**src/rtl/snake_body_mover.sv**
```systemverilog
// Snake body register file: advances the body one cell per move period,
// handles growth requests, wall/self collision and the renderer body query.
module snake_body_mover #(
    parameter int MAX_LEN    = 16,
    parameter int INIT_LEN   = 3,
    parameter int MOVE_TICKS = 12_500_000,
    parameter int X_MAX      = 38,
    parameter int Y_MAX      = 28
) (
    input  logic       clk,
    input  logic       rst,
    input  logic [3:0] key_dir,
    input  logic       add_cube,
    input  logic [5:0] query_x,
    input  logic [5:0] query_y,
    output logic [5:0] head_x,
    output logic [5:0] head_y,
    output logic [4:0] snake_len,
    output logic       is_body,
    output logic       move_tick,
    output logic       game_over,
    output logic [1:0] dbg_state
);

    localparam logic [1:0] ST_IDLE   = 2'd0;
    localparam logic [1:0] ST_MOVING = 2'd1;
    localparam logic [1:0] ST_DEAD   = 2'd2;

    // Encoding chosen so that the reverse direction is dir ^ 1.
    localparam logic [1:0] DIR_UP    = 2'd0;
    localparam logic [1:0] DIR_DOWN  = 2'd1;
    localparam logic [1:0] DIR_LEFT  = 2'd2;
    localparam logic [1:0] DIR_RIGHT = 2'd3;

    localparam logic [4:0]  LEN_MAX  = 5'(MAX_LEN);
    localparam logic [4:0]  LEN_INIT = 5'(INIT_LEN);
    localparam logic [31:0] CNT_LAST = 32'(MOVE_TICKS - 1);
    localparam logic [5:0]  WALL_X   = 6'(X_MAX + 1);
    localparam logic [5:0]  WALL_Y   = 6'(Y_MAX + 1);

    logic [1:0]  r_state;
    logic [1:0]  r_dir;
    logic [1:0]  r_next_dir;
    logic [31:0] r_cnt;
    logic [5:0]  r_seg_x [MAX_LEN];
    logic [5:0]  r_seg_y [MAX_LEN];
    logic [4:0]  r_len;
    logic        r_grow;
    logic        r_move_tick;

    logic        w_key_valid;
    logic [1:0]  w_key_dir;
    logic        w_key_ok;
    logic        w_step;
    logic [5:0]  w_new_x;
    logic [5:0]  w_new_y;
    logic        w_wall;
    logic        w_grow_eff;
    logic [4:0]  w_cmp_len;
    logic        w_self;
    logic        w_is_body;

    always_comb begin
        w_key_valid = |key_dir;
        w_key_dir   = DIR_RIGHT;
        if (key_dir[3])      w_key_dir = DIR_UP;
        else if (key_dir[2]) w_key_dir = DIR_DOWN;
        else if (key_dir[1]) w_key_dir = DIR_LEFT;
        // Rejecting the reverse of the pending direction too stops two keys
        // in one period from folding the head back onto the neck.
        w_key_ok = w_key_valid
                && (w_key_dir != (r_dir ^ 2'b01))
                && (w_key_dir != (r_next_dir ^ 2'b01));
    end

    assign w_step = (r_state == ST_MOVING) && (r_cnt == CNT_LAST);

    always_comb begin
        w_new_x = r_seg_x[0];
        w_new_y = r_seg_y[0];
        case (r_next_dir)
            DIR_UP:    w_new_y = r_seg_y[0] - 6'd1;
            DIR_DOWN:  w_new_y = r_seg_y[0] + 6'd1;
            DIR_LEFT:  w_new_x = r_seg_x[0] - 6'd1;
            default:   w_new_x = r_seg_x[0] + 6'd1;
        endcase
    end

    assign w_wall = (w_new_x == 6'd0) || (w_new_x == WALL_X)
                 || (w_new_y == 6'd0) || (w_new_y == WALL_Y);

    // At full length the tail still vacates, so it is excluded like a plain move.
    assign w_grow_eff = r_grow && (r_len < LEN_MAX);
    assign w_cmp_len  = w_grow_eff ? r_len : (r_len - 5'd1);

    always_comb begin
        w_self = 1'b0;
        for (int i = 0; i < MAX_LEN; i++) begin
            if ((5'(i) < w_cmp_len) && (r_seg_x[i] == w_new_x) && (r_seg_y[i] == w_new_y))
                w_self = 1'b1;
        end
    end

    always_comb begin
        w_is_body = 1'b0;
        for (int i = 0; i < MAX_LEN; i++) begin
            if ((5'(i) < r_len) && (r_seg_x[i] == query_x) && (r_seg_y[i] == query_y))
                w_is_body = 1'b1;
        end
    end

    always_ff @(posedge clk or negedge rst) begin
        if (!rst) begin
            r_state     <= ST_IDLE;
            r_dir       <= DIR_RIGHT;
            r_next_dir  <= DIR_RIGHT;
            r_cnt       <= 32'd0;
            r_len       <= LEN_INIT;
            r_grow      <= 1'b0;
            r_move_tick <= 1'b0;
            for (int i = 0; i < MAX_LEN; i++) begin
                r_seg_x[i] <= (i < INIT_LEN) ? 6'(5 - i) : 6'd0;
                r_seg_y[i] <= (i < INIT_LEN) ? 6'd5 : 6'd0;
            end
        end else begin
            r_move_tick <= 1'b0;
            case (r_state)
                ST_IDLE: begin
                    if (w_key_valid) begin
                        r_state <= ST_MOVING;
                        if (w_key_ok) r_next_dir <= w_key_dir;
                    end
                end
                ST_MOVING: begin
                    if (w_key_ok) r_next_dir <= w_key_dir;
                    if (w_step) begin
                        r_cnt <= 32'd0;
                        if (w_wall || w_self) begin
                            r_state <= ST_DEAD;
                        end else begin
                            r_dir       <= r_next_dir;
                            r_move_tick <= 1'b1;
                            r_seg_x[0]  <= w_new_x;
                            r_seg_y[0]  <= w_new_y;
                            for (int i = 1; i < MAX_LEN; i++) begin
                                r_seg_x[i] <= r_seg_x[i-1];
                                r_seg_y[i] <= r_seg_y[i-1];
                            end
                            if (w_grow_eff) r_len <= r_len + 5'd1;
                            // A request landing in the step cycle carries to the next step.
                            r_grow <= add_cube;
                        end
                    end else begin
                        r_cnt <= r_cnt + 32'd1;
                        if (add_cube) r_grow <= 1'b1;
                    end
                end
                ST_DEAD: begin
                end
                default: r_state <= ST_IDLE;
            endcase
        end
    end

    assign head_x    = r_seg_x[0];
    assign head_y    = r_seg_y[0];
    assign snake_len = r_len;
    assign is_body   = w_is_body;
    assign move_tick = r_move_tick;
    assign game_over = (r_state == ST_DEAD);
    assign dbg_state = r_state;

endmodule

```
**config.mk**
```make
export PLATFORM = sky130hd
export DESIGN_NAME = snake_body_mover
export DESIGN_NICKNAME = d
export VERILOG_FILES = /design/src/rtl/snake_body_mover.sv
export SDC_FILE = /design/constraint.sdc
export NUM_CORES = 1
export LEC_CHECK = 0
export BUFFER_PORTS_ARGS = -buffer_cell sky130_fd_sc_hd__buf_2
export CORE_ASPECT_RATIO = 1.4
export CORE_UTILIZATION = 28
export CTS_BUF_LIST = sky130_fd_sc_hd__clkbuf_8
export CTS_CLUSTER_DIAMETER = 120
export DETAILED_ROUTE_END_ITERATION = 16
export PLACE_DENSITY = 0.44
export SYNTH_ARGS = -nofsm -noshare
export SYNTH_HDL_FRONTEND = slang
export SYNTH_SLANG_ARGS = --single-unit
```
**constraint.sdc**
```tcl
create_clock -name clk -period 7.5 [get_ports clk]
set_clock_uncertainty 0.05 [all_clocks]
set_input_delay 1.5 -clock clk [delete_from_list [all_inputs] [get_ports clk]]
set_output_delay 1.5 -clock clk [all_outputs]
set_load 0.05 [all_outputs]
```
# Yosys cells after proc, flatten, opt, wreduce, memory -nomap -nowiden
# Cells that the tools add are included.
[totals] regBits=237 elab_cells=297
[op_classes] n_addsub=7 magnitude_cmp=33 eq_ne=77 n_mux=52 n_bitwise=4 reduce_logical=85
[ops] operator="== test 6 bit" count=64
[ops] operator="< comparator 4 x 5 -> 1 bit, first input constant" count=16
[ops] operator="logical AND 1 bit" count=68
[ops] operator="< comparator 3 x 5 -> 1 bit, first input constant" count=8
[ops] operator="2-to-1 mux 1 bit" count=39
[ops] operator="adder 32 x 1 -> 32 bit, second input constant" count=1
[ops] operator="== test 32 x 24 -> 1 bit, second input constant" count=1
[ops] operator="2-to-1 mux 32 bit" count=1
[ops] operator="case mux 6 bit (2 select lines)" count=2
[ops] operator="< comparator 1 x 5 -> 1 bit, first input constant" count=4
[ops] operator="< comparator 2 x 5 -> 1 bit, first input constant" count=4
[ops] operator="2-to-1 mux 2 bit" count=7
[ops] operator="adder 6 x 1 -> 6 bit, second input constant" count=2
[ops] operator="logical NOT 6 bit" count=2
[ops] operator="subtractor 6 x 1 -> 6 bit, second input constant" count=2
[ops] operator="AND reduction 4 bit" count=2
[ops] operator="== test 6 x 5 -> 1 bit, second input constant" count=1
[ops] operator="== test 6 bit, second input constant" count=1
[ops] operator="!= test 2 bit, second input constant" count=3
[ops] operator="case mux 2 bit (3 select lines)" count=1
[ops] operator="AND reduction 3 bit" count=2
[ops] operator="adder 5 x 1 -> 5 bit, second input constant" count=1
[ops] operator="< comparator 5 bit, second input constant" count=1
[ops] operator="2-to-1 mux 5 bit" count=1
[ops] operator="other kinds (13)" count=24

# Longest topological paths before layout
# Gate-level depths: netlist of the first run.
[logic_depth] ltp_word=26 mapped_depth=20

# Worst setup path before layout of the first run
# Ideal clock, no wire load.
[synth_timing] path_kind="input-to-output" startpoint="input port query_y[2]" endpoint="output port is_body" arrival_time_ps=3451 t_required_ps=5950 setup_slack_ps=2499 stages=8 n_path_buf=2 path_cell_list="clkbuf_1 -> buf_1 -> xor2_1 -> nor4_1 -> o2111ai_1 -> o41ai_1 -> nor4_1 -> nand4_1"
[synth_between] elab_chain_len=18 elab_cells_between_ends=48 classes_between="16 x eq/ne; 16 x mux; 16 x reduce/logical"
[synth_lines] item="start, declared" line="15" source="input logic [5:0] query_y,"
[synth_lines] item="== test 6 bit" line="107" source="if ((5'(i) < r_len) && (r_seg_x[i] == query_x) && (r_seg_y[i] == query_y))"
[synth_lines] item="logical AND 1 bit" line="107"
[synth_lines] item="2-to-1 mux 1 bit (15 in a row)" line="107"
[synth_lines] item="2-to-1 mux 1 bit (*)" line="107"
[synth_lines] item="end, declared" line="19" source="output logic is_body,"
# Mark *: on every way between the ends. The rest lies on a longest branch, timed or not.

# Final worst setup path of the first run
[layout_timing] startpoint="register r_next_dir[0]" endpoint="register r_seg_y, in the netlist head_y[4]"
[layout_between] elab_chain_len=25 elab_cells_between_ends=96 classes_between="36 x eq/ne; 18 x mux; 1 x bitwise; 41 x reduce/logical"
[layout_lines] item="start, declared" line="43" source="logic [1:0] r_next_dir;"
[layout_lines] item="start signal, assigned" line="131" source="if (w_key_ok) r_next_dir <= w_key_dir;"
[layout_lines] item="start signal, assigned" line="135" source="if (w_key_ok) r_next_dir <= w_key_dir;"
[layout_lines] item="== test 2 x 1 -> 1 bit or logical NOT 2 bit (tied branches)" line="81" source="case (r_next_dir)"
[layout_lines] item="OR reduction 2 bit (no line)"
[layout_lines] item="case mux 6 bit (2 select lines)" line="81"
[layout_lines] item="== test 6 bit" line="99" source="if ((5'(i) < w_cmp_len) && (r_seg_x[i] == w_new_x) && (r_seg_y[i] == w_new_y))"
[layout_lines] item="logical AND 1 bit (2 in a row)" line="99"
[layout_lines] item="2-to-1 mux 1 bit (16 in a row)" line="99"
[layout_lines] item="logical OR 1 bit" line="138" source="if (w_wall || w_self) begin"
[layout_lines] item="inverter 1 bit (no line)"
[layout_lines] item="AND reduction 3 bit (no line)"
[layout_lines] item="end signal, assigned by index" line="123" source="r_seg_y[i] <= (i < INIT_LEN) ? 6'd5 : 6'd0;"
[layout_lines] item="end signal, assigned by index" line="147" source="r_seg_y[i] <= r_seg_y[i-1];"
[layout_lines] item="end, declared" line="46" source="logic [5:0] r_seg_y [MAX_LEN];"
# Several ways; a longest one is shown, not always the timed one.
# A chain may end at the register's enable or synchronous reset.

==> results of run 1 <==
## power by group
group	leakage (nW)	internal (mW)	switching, mW
registers	3.23	1.28	0.00565
clock network	0.471	0.662	0.584
logic	4.63	0.176	0.388
total	8.33	2.12	0.978
## synth_stat cells (22+ instances only)
| cell | number |
|---|---|
| xnor2_1 | 262 |
| dfrtp_1 | 220 |
| xor2_1 | 156 |
| mux2_4 | 118 |
| nor2_1 | 78 |
| mux2_2 | 69 |
| nand4_1 | 64 |
| nor4_1 | 58 |
| nand3_1 | 55 |
| clkbuf_1 | 51 |
| nand2_1 | 49 |
| o21ai_0 | 33 |
| a21oi_1 | 31 |
| nor3_1 | 25 |
| buf_2 | 24 |
| buf_1 | 22 |
| inv_1 | 22 |
## sequential cells by signal (all words and copies together), names as in the netlist
name	cells
r_seg_x	90
r_seg_y	90
r_cnt	32
head_x	6
head_y	6
snake_len	5
dbg_state	2
r_dir	2
r_next_dir	2
move_tick	1
r_grow	1
## final cells by class
class	count	area [um^2]	area share [%]
well taps	817	1020	5.40
clock inverters	24	163	0.859
diodes	2	5.00	0.0264
inverters	22	82.6	0.436
flip-flops and latches	237	5950	31.4
multi-input cells	1269	10500	55.4
repair buffers	78	556	2.93
clock buffers	49	674	3.56
## worst max-delay path by stage
stage / startpoint / to / slack, ns / cells past startpoint
after floorplan: query_y[2] / is_body / 2.50 / 8
after global placement: r_next_dir[0] / r_seg_y[88] / 0.88 / 14
after detailed placement: r_next_dir[0] / r_seg_y[87] / 0.94 / 14
after CTS: r_next_dir[0] / head_y[4] / 0.94 / 14
after global routing: r_next_dir[0] / head_y[4] / 0.56 / 14
final: r_next_dir[0] / head_y[4] / 0.90 / 14
## worst reg2reg max path, delay by kind of cell (launching register included)
family / cells / cell delay, ns
xor gates and xnor gates: 1 / 0.23
DFF: 1 / 0.71
adders and majority gates: 1 / 0.41
AOI/OAI and AO/OA: 1 / 0.08
muxes: 1 / 0.38
buffers and inverters: 2 / 0.67
and+or+nand+nor: 8 / 4.00
## routing by layer
metal,part of all wire [%],GRT usage (%),routed length [um]
met4,9.5,18.4,6460
met3,4.2,2.90,2850
met1,38,24.2,25900
met2,48,38.2,33100
met5,0.019,0,13
## per-stage QoR
stage / utilization (%) / std cells / hold WS [ns]
floorplan: - / 1657 / 0.387
global placement: 29.8 / 2422 / 0.403
detailed placement: 29.8 / 2422 / 0.410
CTS: 31.2 / 2495 / 0.418
global route: 31.2 / 2497 / 0.425
finish: 31.2 / 2498 / 0.414
## logic make-up (layout without fill, tap and decap cells)
family          count (synthesis)  in the layout
flops                         237            237
fa+ha+maj                      10             10
mux                           197            197
buf+inv                       151            173
compound gates                181            181
simple gates                  459            459
xor+xnor                      422            422
other cells                     0              2
==> metrics.md, run 1 <==
| Metric | Value |
|---|---|
| Outcome | finished clean |
| Post-CTS Setup Bufs | 0 |
| Core Rows | 107 |
| I/O pin cnt | 41 |
| Pwr dens | 164 nW/um^2 |
| Synth area leaders | dfrtp_1, xnor2_1, mux2_4, xor2_1, mux2_2 |
| Vias | 13,283 |
| Critical R2R Capture | head_y[4] |
| Hold Path Origin | r_cnt[4] |
| Syn Std Cell Area | 17,200 um^2 |
| RSZ-0062 raised after global routing | no |
| Cts hold-fix bufs | 0 |
| Simple-gate share of the synthesized area | between 15 and 20% |
| Final Hold Fails | 0 |
| WP buf/inv | 2 |
| Largest family of logic cells by synthesized area | XOR/XNOR gates |
| Largest net degree at the start of global routing | between 100 and 150 |
| Vias in the first global route | 13,704 |
| Top_reg_cell synth | dfrtp_1 |
| Yosys warning total | 0 |
| Global placement routability congestion | 0.966 |
| Pre-CTS setup slack | 0.938 ns |
| DRC | 0 |
| Max VDD drop | between 0.08 and 0.09 mV |
| Cells on worst reg2reg path | 14 |
| Die ar. | 62,400 um^2 |
| Clk buf depth | 3 |
| Max-cap check violation count | 0 |
| LEAKAGE | ~8.3 nW |
| #FFs+latches synth | 237 |
| Gate Count Post-Synth | 1,657 |
| Post-route cell area | 18,900 um^2 |
| Number of port buffers | 40 |
| Sequential-to-total area share from yosys stat | 34.6% |
| Die H | 295 um |
| Hpwl dp | 50,100 um |
| Most common cell after layout, fill and taps aside | xnor2_1 |
| Share of the synthesized area in the top cell type | 32.0% |
| Total clock sinks | 237 |
| Top Family by Delay on Critical Path | simple AND/OR/NAND/NOR gates |
| Chip width | 211 um |
| Crit-path max cell delay | ~1.1 ns |
| Setup-failing EPs final | 0 |
| Syn Area/Cell | 10.4 um^2 |
| Setup CP Type | reg2reg |
| DRT Wirelength | 68,300 um |
| Commonest cells after routing, fill and taps aside | xnor2_1, dfrtp_1, xor2_1 |
| Multiplexer share of the synthesized area | 15.4% |
| Synth Net Count | around 1,700 |
| Async SR Flop Fraction | 100% |
| Initial Utilization | 28.3% |
| Via/cell ratio | 5.32 |
| Adder-cell area share of the yosys netlist | 0.771% |
| Final nets | roughly 1,700 |
| Drt wl/cell | 27.3 um |
| Core box area | a little over 60,000 um^2 |
| Fillers | 6,321 |
| Worst slew margin | 7.16% |
| Initial antenna violation count | 3 |
| Crit end category | flip-flop |
| WP data required | 7.94 ns |
| Total power | 3.10 mW |
| Fmax | 0.152 GHz |
| Distinct cells, synth | 88 |
| CTS tree | built |
| Remaining antenna violation count | 0 |
| Post-route minimum period | 6.60 ns |
| Cts repair resizes | 0 |
| Crit share post-route | 88.0% |
| P&R area growth vs syn | 10.2% |
| Worst endpoint data arrival time | ~7.0 ns |
| Max-slew violations | 0 |
| All-Layer GR Usage | 22.2% |
| CTS H-tree depth | 2 |
| Worst-path clk slew | 0.06 ns |
| Final setup margin | 0.900 ns |
| Share of post-route cells with drive strength above 1 | 21.7% |
| Setup tns final | 0 ns |
| Hold Path Stages | 1 |
| CTS Root Buffer Type | clkbuf_8 |
| Worst skew pair latency | a little over 0.6 ns |
| Worst path slowest cell | or3_1 |
| R2r startpoint | r_next_dir[0] |
| Global-route wire length before repair | 98,500 um |
| Drt pass-1 iters | 5 |
| Largest area contributor in the netlist | dfrtp_1 |
| Placed cell area | 18,100 um^2 |
| EDFF count, synth | 0 |
| Worst-margin pin slew | 1.39 ns |
| Initial drt markers | 826 |
| Post-Synth XOR/XNOR Area | 21.8% |
| CTS buffer count | 41 |
| Worst-path cell chain | nand2b_1 > ha_1 > nor2b_1 > nor4b_2 > or3_1 > xor2_1 > nor4_1 > or4b_1 > nand4_1 > a2111oi_4 > buf_4 > nand3_4 > buf_4 > mux2_2 |
| Total gr overflow | 0 |
| Min-Delay Path Class | reg2reg |
| Most common cell on crit path | buf_4 |
| Worst-path fanout max | 36 |
| Type of origin of the critical path | flip-flop |
| FF-to-FF setup slack | 0.90 ns |
| Post-synthesis compound-gate area fraction | 7.63% |
| Hold EP | r_cnt[4] |
No activity file was read; power rests on OpenSTA's default activity.
==> run 2, diff against run 1 <==
Settings changed: ABC_AREA set to 1, BUFFER_PORTS_ARGS -buffer_cell sky130_fd_sc_hd__buf_2 to -buffer_cell sky130_fd_sc_hd__clkbuf_2, CELL_PAD_IN_SITES_DETAIL_PLACEMENT set to 0, CELL_PAD_IN_SITES_GLOBAL_PLACEMENT set to 1, PLACE_DENSITY 0.44 to 0.55.
==> run 2 against run 1 <==
  * Critical path depth decreased by 5
  * Combinational power is 11% higher
  * Utilization decreased by 0.27 points
  * Worst hold slack improved by 0.017 ns
  * Final area is 4.4% lower
  * Wire length is 6.1% higher
  * Sequential power up 3%
  * Clock power rose by 14%
  * Clock-buffer cell count is 14 higher
  * Highest routed layer is now met4
==> metrics.md, run 2 <==
| Metric | Value |
|---|---|
| Outcome | finished clean |
| Initial drt markers | 1,226 (+48%) |
| Sequential power share | 39.3% (-2.3 points) |
| CTS H-tree depth | 2 (unchanged) |
| Worst slew margin | 18.6% (+11 points) |
| Post-CTS Setup Bufs | 0 (unchanged) |
| Fillers | 6,518 (+3.1%) |
| FF-to-FF setup slack | 1.75 ns (+0.85 ns) |
| DRT Wirelength | 72,400 um (+6.1%) |
| Placed cells | 3,021 (+25%) |
| Net Sw Frac | 33.5% (+2.0 points) |
| Util after Layout | 30.9% (-0.27 points) |
| CTS tree | built |
| CTS Root Buffer Type | clkbuf_8 |
| Global-route wire length before repair | 106,000 um (+7.9%) |
| Vias | 15,523 (+17%) |
| Worst skew pair latency | 0.64 ns (+0.03 ns) |
| Hold Path Origin | r_cnt[10] |
| Post-synth top cells | nand2_1, inv_1, dfrtp_1, nor2_1, nand3_1 |
| Async SR Flop Fraction | 100% (unchanged) |
| Commonest cells after routing, fill and taps aside | nand2_1, inv_1, dfrtp_1 |
| Worst-path cell chain | clkbuf_2 > clkinv_1 > nand2_1 > nand4_1 > o41ai_1 > buf_4 > a2111oi_0 > nand2_1 > clkbuf_2 |
| Worst path slowest cell | clkinv_1 |
| Global placement routability congestion | 0.986 (+2.1%) |
| EDFF count, synth | 0 (unchanged) |
| Max VDD drop | 0.135 mV (+54%) |
| LEAKAGE | 8.03 nW (-3.6%) |
| Clock power share | 42.2% (+2.0 points) |
| CTS buffer count | 47 (+15%) |
| Most common cell after layout, fill and taps aside | nand2_1 |
| Remaining antenna violation count | 0 (unchanged) |
| Syn Std Cell Area | 16,600 um^2 (-3.3%) |
| Worst-margin pin slew | 1.22 ns (-0.174 ns) |
| Via/cell ratio | 5.00 (-6.0%) |
| Syn Area/Cell | 7.15 um^2 (-31%) |
| Chip width | 208 um (-1.7%) |
| Crit end category | output port |
| Drt pass-1 iters | 5 (unchanged) |
| Number of port buffers | 40 (unchanged) |
| Total clock sinks | 237 (unchanged) |
| #FFs+latches synth | 237 (unchanged) |
| R2r startpoint | r_next_dir[1] |
| Hold EP | r_cnt[10] |
| Cts repair resizes | 0 (unchanged) |
| Share of post-route cells with drive strength above 1 | 10.1% (-12 points) |
| Initial Utilization | 28.4% (+0.078 points) |
| Max-slew violations | 0 (unchanged) |
| Combinational Power Share | 18.5% (+0.3 points) |
| Worst-path clk slew | 0.05 ns (about the same) |
| Synth area leaders | dfrtp_1, nand2_1, inv_1, xor2_1, xnor2_1 |
| WP data required | 5.95 ns (-1.99 ns) |
| DRC | 0 (unchanged) |
| P&R area growth vs syn | 8.91% |
| Synth Net Count | 2,354 (+40%) |
| Top_reg_cell synth | dfrtp_1 |
| Cells on worst reg2reg path | 25 (+11) |
| Largest net degree at the start of global routing | 158 (+14%) |
| Setup tns final | 0 ns (unchanged) |
| Most common cell in the netlist | nand2_1 |
| Internal power | 2.25 mW (+6.1%) |
| Sequential-to-total area share from yosys stat | 35.8% (+1.2 points) |
| Min-Delay Path Class | reg2reg |
| Setup CP Type | in2out |
| I/O pin cnt | 41 (unchanged) |
| Largest area contributor in the netlist | dfrtp_1 |
| Final nets | 2,350 (+40%) |
| Worst endpoint data arrival time | 4.23 ns (-2.81 ns) |
| Final Hold Fails | 0 (unchanged) |
| Hold Path Stages | 1 (unchanged) |
| Vias in the first global route | 15,573 (+14%) |
| Cts hold-fix bufs | 0 (unchanged) |
| Total gr overflow | 0 (unchanged) |
| RSZ-0062 raised after global routing | no |
| Die H | 290 um (-1.7%) |
| Gate Count Post-Synth | 2,325 (+40%) |
| Core box area | 58,600 um^2 (-3.6%) |
| Crit-path max cell delay | 0.57 ns (-0.56 ns) |
| Critical R2R Capture | r_seg_y[50] |
| Biggest regs | r_seg_x x90, r_seg_y x90, r_cnt x32 |
| Share of the synthesized area in the top cell type | 33.1% (+1.1 points) |
| Post-route minimum period | 5.78 ns (-0.820 ns) |
| Total power | 3.38 mW (+9.2%) |
| Die ar. | 60,400 um^2 (-3.3%) |
| Yosys warning total | 0 (unchanged) |
| Initial antenna violation count | 1 (-2) |
| Crit share post-route | 77.1% (-11 points) |
| Clk buf depth | 3 (unchanged) |
| Non-filler cells, final | 3,107 (+24%) |
| Core Rows | 105 (-1.9%) |
| Drt wl/cell | 23.3 um (-15%) |
| Distinct cells, synth | 55 (-38%) |
| Max-cap check violation count | 0 (unchanged) |
| All-Layer GR Usage | 24.0% (+1.9 points) |
| Type of origin of the critical path | input pin |
| Worst-path fanout max | 15 (-58%) |
| Fmax | 0.173 GHz (+14%) |
| Pwr dens | 187 nW/um^2 (+14%) |
| Hpwl dp | 53,500 um (+6.7%) |
| Net switching component of the power | 1.13 mW (+16%) |
| Setup-failing EPs final | 0 (unchanged) |
| Hold_ws | 0.431 ns (+0.0165 ns) |
==> run 2: cells by family (layout without fill, tap and decap cells) <==
| logic type | count (synthesis) | after routing | share of synthesized area [%] |
|---|---|---|---|
| AOI/OAI and AO/OA | 317 | 317 | 12.1 |
| xor gates and xnor gates | 175 | 175 | 9.22 |
| adders and majority gates | 10 | 10 | 0.798 |
| buffers and inverters | 398 | 430 | 11.5 |
| DFF | 237 | 237 | 35.8 |
| muxes | 1 | 1 | 0.0677 |
| other | 0 | 1 | 0 |
| and+or+nand+nor | 1187 | 1187 | 30.5 |
==> run 2: layout make-up <==
class	instances	area, um^2	area share, %
Tap cell	749	937	5.18
Inverter	285	1070	5.91
Sequential cell	237	5950	32.9
Timing Repair Buffer	60	398	2.20
Antenna cell	1	2.50	0.0138
Clock buffer	63	867	4.79
Multi-Input combinational cell	1690	8770	48.4
Clock inverter	22	113	0.622
==> run 2: metal layers <==
layer / wire [um] / GRT usage (%) / vias to the layer above
met3: 3420 / 3.41 / 139
li1: - / - / 7443
met1: 30200 / 29.4 / 7473
met2: 35200 / 41.4 / 468
met5: 0 / 0 / -
met4: 3520 / 11.2 / 0
==> run 2: worst max-delay path by stage <==
stage	from	end	slack, ns	depth (start not counted)
after floorplan	query_x[4]	is_body	2.72	8
after global placement	query_y[3]	is_body	1.76	9
after detailed placement	query_y[3]	is_body	1.78	9
after CTS	query_y[3]	is_body	1.75	9
after global routing	r_next_dir[1]	r_seg_y[53]	1.28	25
final	query_y[3]	is_body	1.72	9
==> run 2: critical path, delay by kind of cell <==
| kind | cells | cell delay (ns) |
|---|---|---|
| buffers and inverters | 4 | 1.61 |
| and+or+nand+nor | 3 | 0.53 |
| AOI/OAI and AO/OA | 2 | 0.57 |
==> run 2: stage by stage <==
| stage | instance area, um^2 | setup WS [ns] |
|---|---|---|
| finish | 18100 | 1.72 |
| global route | 18100 | 1.28 |
| CTS | 18100 | 1.75 |
| detailed placement | 17100 | 1.78 |
| global placement | 17100 | 1.76 |
| floorplan | 16600 | 2.72 |
==> run 2: power by group through the flow <==
stage / sequential [mW] / combinational [mW] / clock [mW]
2_1_floorplan: 1.34 / 0.399 / 0
3_3_place_gp: 1.35 / 0.625 / 0
3_5_place_dp: 1.35 / 0.625 / 0
4_1_cts: 1.33 / 0.628 / 1.47
5_1_grt: 1.33 / 0.686 / 1.52
6_report: 1.33 / 0.625 / 1.43
==> run 3, diff against run 2 <==
Settings changed: ABC_AREA 1 to 0, PLACE_DENSITY 0.55 to 0.53.
Clock period 7.5 ns to 5.2 ns, I/O delays scaled along.
==> run 3 against run 2 <==
  * Flip-flop and latch count unchanged
  * Via count down 12%
  * Power up 38%
  * Wire length down 0.81%
  * Clock-buffer cell count down 10
  * Critical path depth up 8
  * Die area up 3.4%
  * Sequential power up 39%
  * Utilization up 1.7 points
  * Clock power up 35%
  * Non-clock buffer count up 104
  * Worst hold slack worse by 0.066 ns
==> metrics.md, run 3 (synthesized netlist as in run 1, its figures left out) <==
| Metric | Value |
|---|---|
| DRC | 0 (unchanged) |
| Critical R2R Capture | r_seg_x[6] |
| Die ar. | 62,400 um^2 (+3.4%) |
| Cells on worst reg2reg path | 17 (-32%) |
| Initial antenna violation count | 1 (unchanged) |
| Largest net degree at the start of global routing | 84 (-47%) |
| Total gr overflow | 0 (unchanged) |
| Fillers | 6,272 (-3.8%) |
| Critical path startpoint | r_next_dir[1] |
| Remaining antenna violation count | 0 (unchanged) |
| Initial drt markers | 1,118 (-8.8%) |
| Final setup margin | 0.0840 ns (-1.64 ns) |
| Core box area | 60,800 um^2 (+3.7%) |
| Min-Delay Path Class | in2async |
| Final Hold Fails | 0 (unchanged) |
| Number of port buffers | 40 (unchanged) |
| Worst slew margin | 30.9% (+12 points) |
| R2r startpoint | r_next_dir[1] |
| Final nets | 1,766 (-25%) |
| Biggest regs | r_seg_x x90, r_seg_y x90, r_cnt x32 |
| Global placement routability congestion | 0.998 (+1.2%) |
| Setup-failing EPs final | 0 (unchanged) |
| Via/cell ratio | 5.28 (+5.7%) |
| Worst-margin pin slew | 1.03 ns (-0.185 ns) |
| Setup tns final | 0 ns (unchanged) |
| CTS buffer count | 43 (-8.5%) |
| Max-slew violations | 0 (unchanged) |
| Hold_ws | 0.365 ns (-0.0665 ns) |
| Worst-path clk slew | 0.07 ns (+0.02 ns) |
| Vias in the first global route | 13,845 (-11%) |
| Fmax | around 0.20 GHz |
| Worst endpoint data arrival time | 5.54 ns (+1.31 ns) |
| Setup CP Type | reg2reg |
| Worst-path fanout max | 14 (-1) |
| Max-cap check violation count | 0 (unchanged) |
| Chip width | 211 um (+1.7%) |
| Total clock sinks | 237 (unchanged) |
| Initial Utilization | 28.3% (-0.078 points) |
| Die H | 295 um (+1.7%) |
| Most common cell after layout, fill and taps aside | xnor2_1 |
| Outcome | finished clean |
| Worst skew pair latency | 0.62 ns (-0.02 ns) |
| P&R area growth vs syn | 15.2% |
| Worst-path cell chain | inv_1 > nor2_1 > xnor2_1 > ha_1 > mux2i_2 > buf_4 > xnor2_1 > a221oi_1 > o21ai_0 > nor4_1 > a32oi_1 > o2111ai_2 > nor3_4 > nand3_4 > buf_12 > buf_12 > mux2_2 |
| Post-CTS Setup Bufs | 0 (unchanged) |
| Hpwl dp | 55,100 um (+2.9%) |
| Crit share post-route | 98.4% |
| Commonest cells after routing, fill and taps aside | xnor2_1, dfrtp_1, xor2_1 |
| Pre-CTS setup slack | 0.169 ns (-1.61 ns) |
| RSZ-0062 raised after global routing | no |
| Drt wl/cell | 27.7 um (+19%) |
| Post-route cell area | 19,800 um^2 (+9.4%) |
| WP data required | 5.62 ns (-0.33 ns) |
| Cts hold-fix bufs | 0 (unchanged) |
| Global-route wire length before repair | 102,000 um (-4.2%) |
| Placed cell area | 18,900 um^2 (+10%) |
| DRT Wirelength | 71,800 um (-0.81%) |
| Clk buf depth | 3 (unchanged) |
| CTS tree | built |
| Worst path slowest cell | a221oi_1 |
| CTS Root Buffer Type | clkbuf_8 |
| Pwr dens | 236 nW/um^2 (+26%) |
| Share of post-route cells with drive strength above 1 | 25.7% (+16 points) |
| Crit end category | flip-flop |
| CTS H-tree depth | 2 (unchanged) |
| WP buf/inv | 4 (unchanged) |
| Drt pass-1 iters | 5 (unchanged) |
| All-Layer GR Usage | 23.1% (-0.92 points) |
| Top Family by Delay on Critical Path | compound AO/OA/AOI/OAI gates |
| Max VDD drop | 0.148 mV (+9.2%) |
| Core Rows | 107 (+1.9%) |
| LEAKAGE | 8.84 nW (+10%) |
| FF-to-FF setup slack | 0.08 ns (-1.67 ns) |
| Cts repair resizes | 0 (unchanged) |
| I/O pin cnt | 41 (unchanged) |
| Crit-path max cell delay | 0.64 ns (+0.07 ns) |
| Vias | 13,674 (-12%) |
| Post-route minimum period | 5.12 ns |
| Type of origin of the critical path | flip-flop |
| Total power | 4.67 mW (+38%) |
## run 3: area by class of cell
class                      count  area [um^2]  share of cell area [%]
timing repair buffer         164         1350                    6.83
clock inverter                27          185                   0.935
inverter                      22         82.6                   0.417
multi-input combinational   1269        10500                    52.9
tap                          817         1020                    5.16
sequential                   237         5950                    30.0
clock buffer                  53          729                    3.68
antenna                        1         2.50                  0.0126
## run 3: through the flow
step,std cells,util [%]
2_1_floorplan,1657,-
3_3_place_gp,2509,31.1
3_5_place_dp,2509,31.1
4_1_cts,2589,32.6
5_1_grt,2590,32.6
6_report,2590,32.6
## run 3: power breakdown
| part | internal (mW) | switching (mW) |
|---|---|---|
| registers | 1.85 | 0.00308 |
| logic | 0.311 | 0.577 |
| clock network | 1.03 | 0.905 |
| total | 3.19 | 1.48 |
## run 3: how the worst max path moves through the flow
stage                        to  cells after the start
detailed placement  r_seg_x[52]                     17
global route        r_seg_x[52]                     17
finish               r_seg_x[6]                     17
CTS                 r_seg_x[52]                     17
global placement    r_seg_x[52]                     17
floorplan           r_seg_x[11]                     17
## run 3: metal layers
metal  vias to the layer above  global-route usage [%]  share of wire [%]
met3                       169                    2.21                3.7
li1                       6092                       -                  -
met1                      6946                    26.1                 39
met5                         -                       0                  0
met4                         0                    16.4                7.8
met2                       467                    40.8                 50
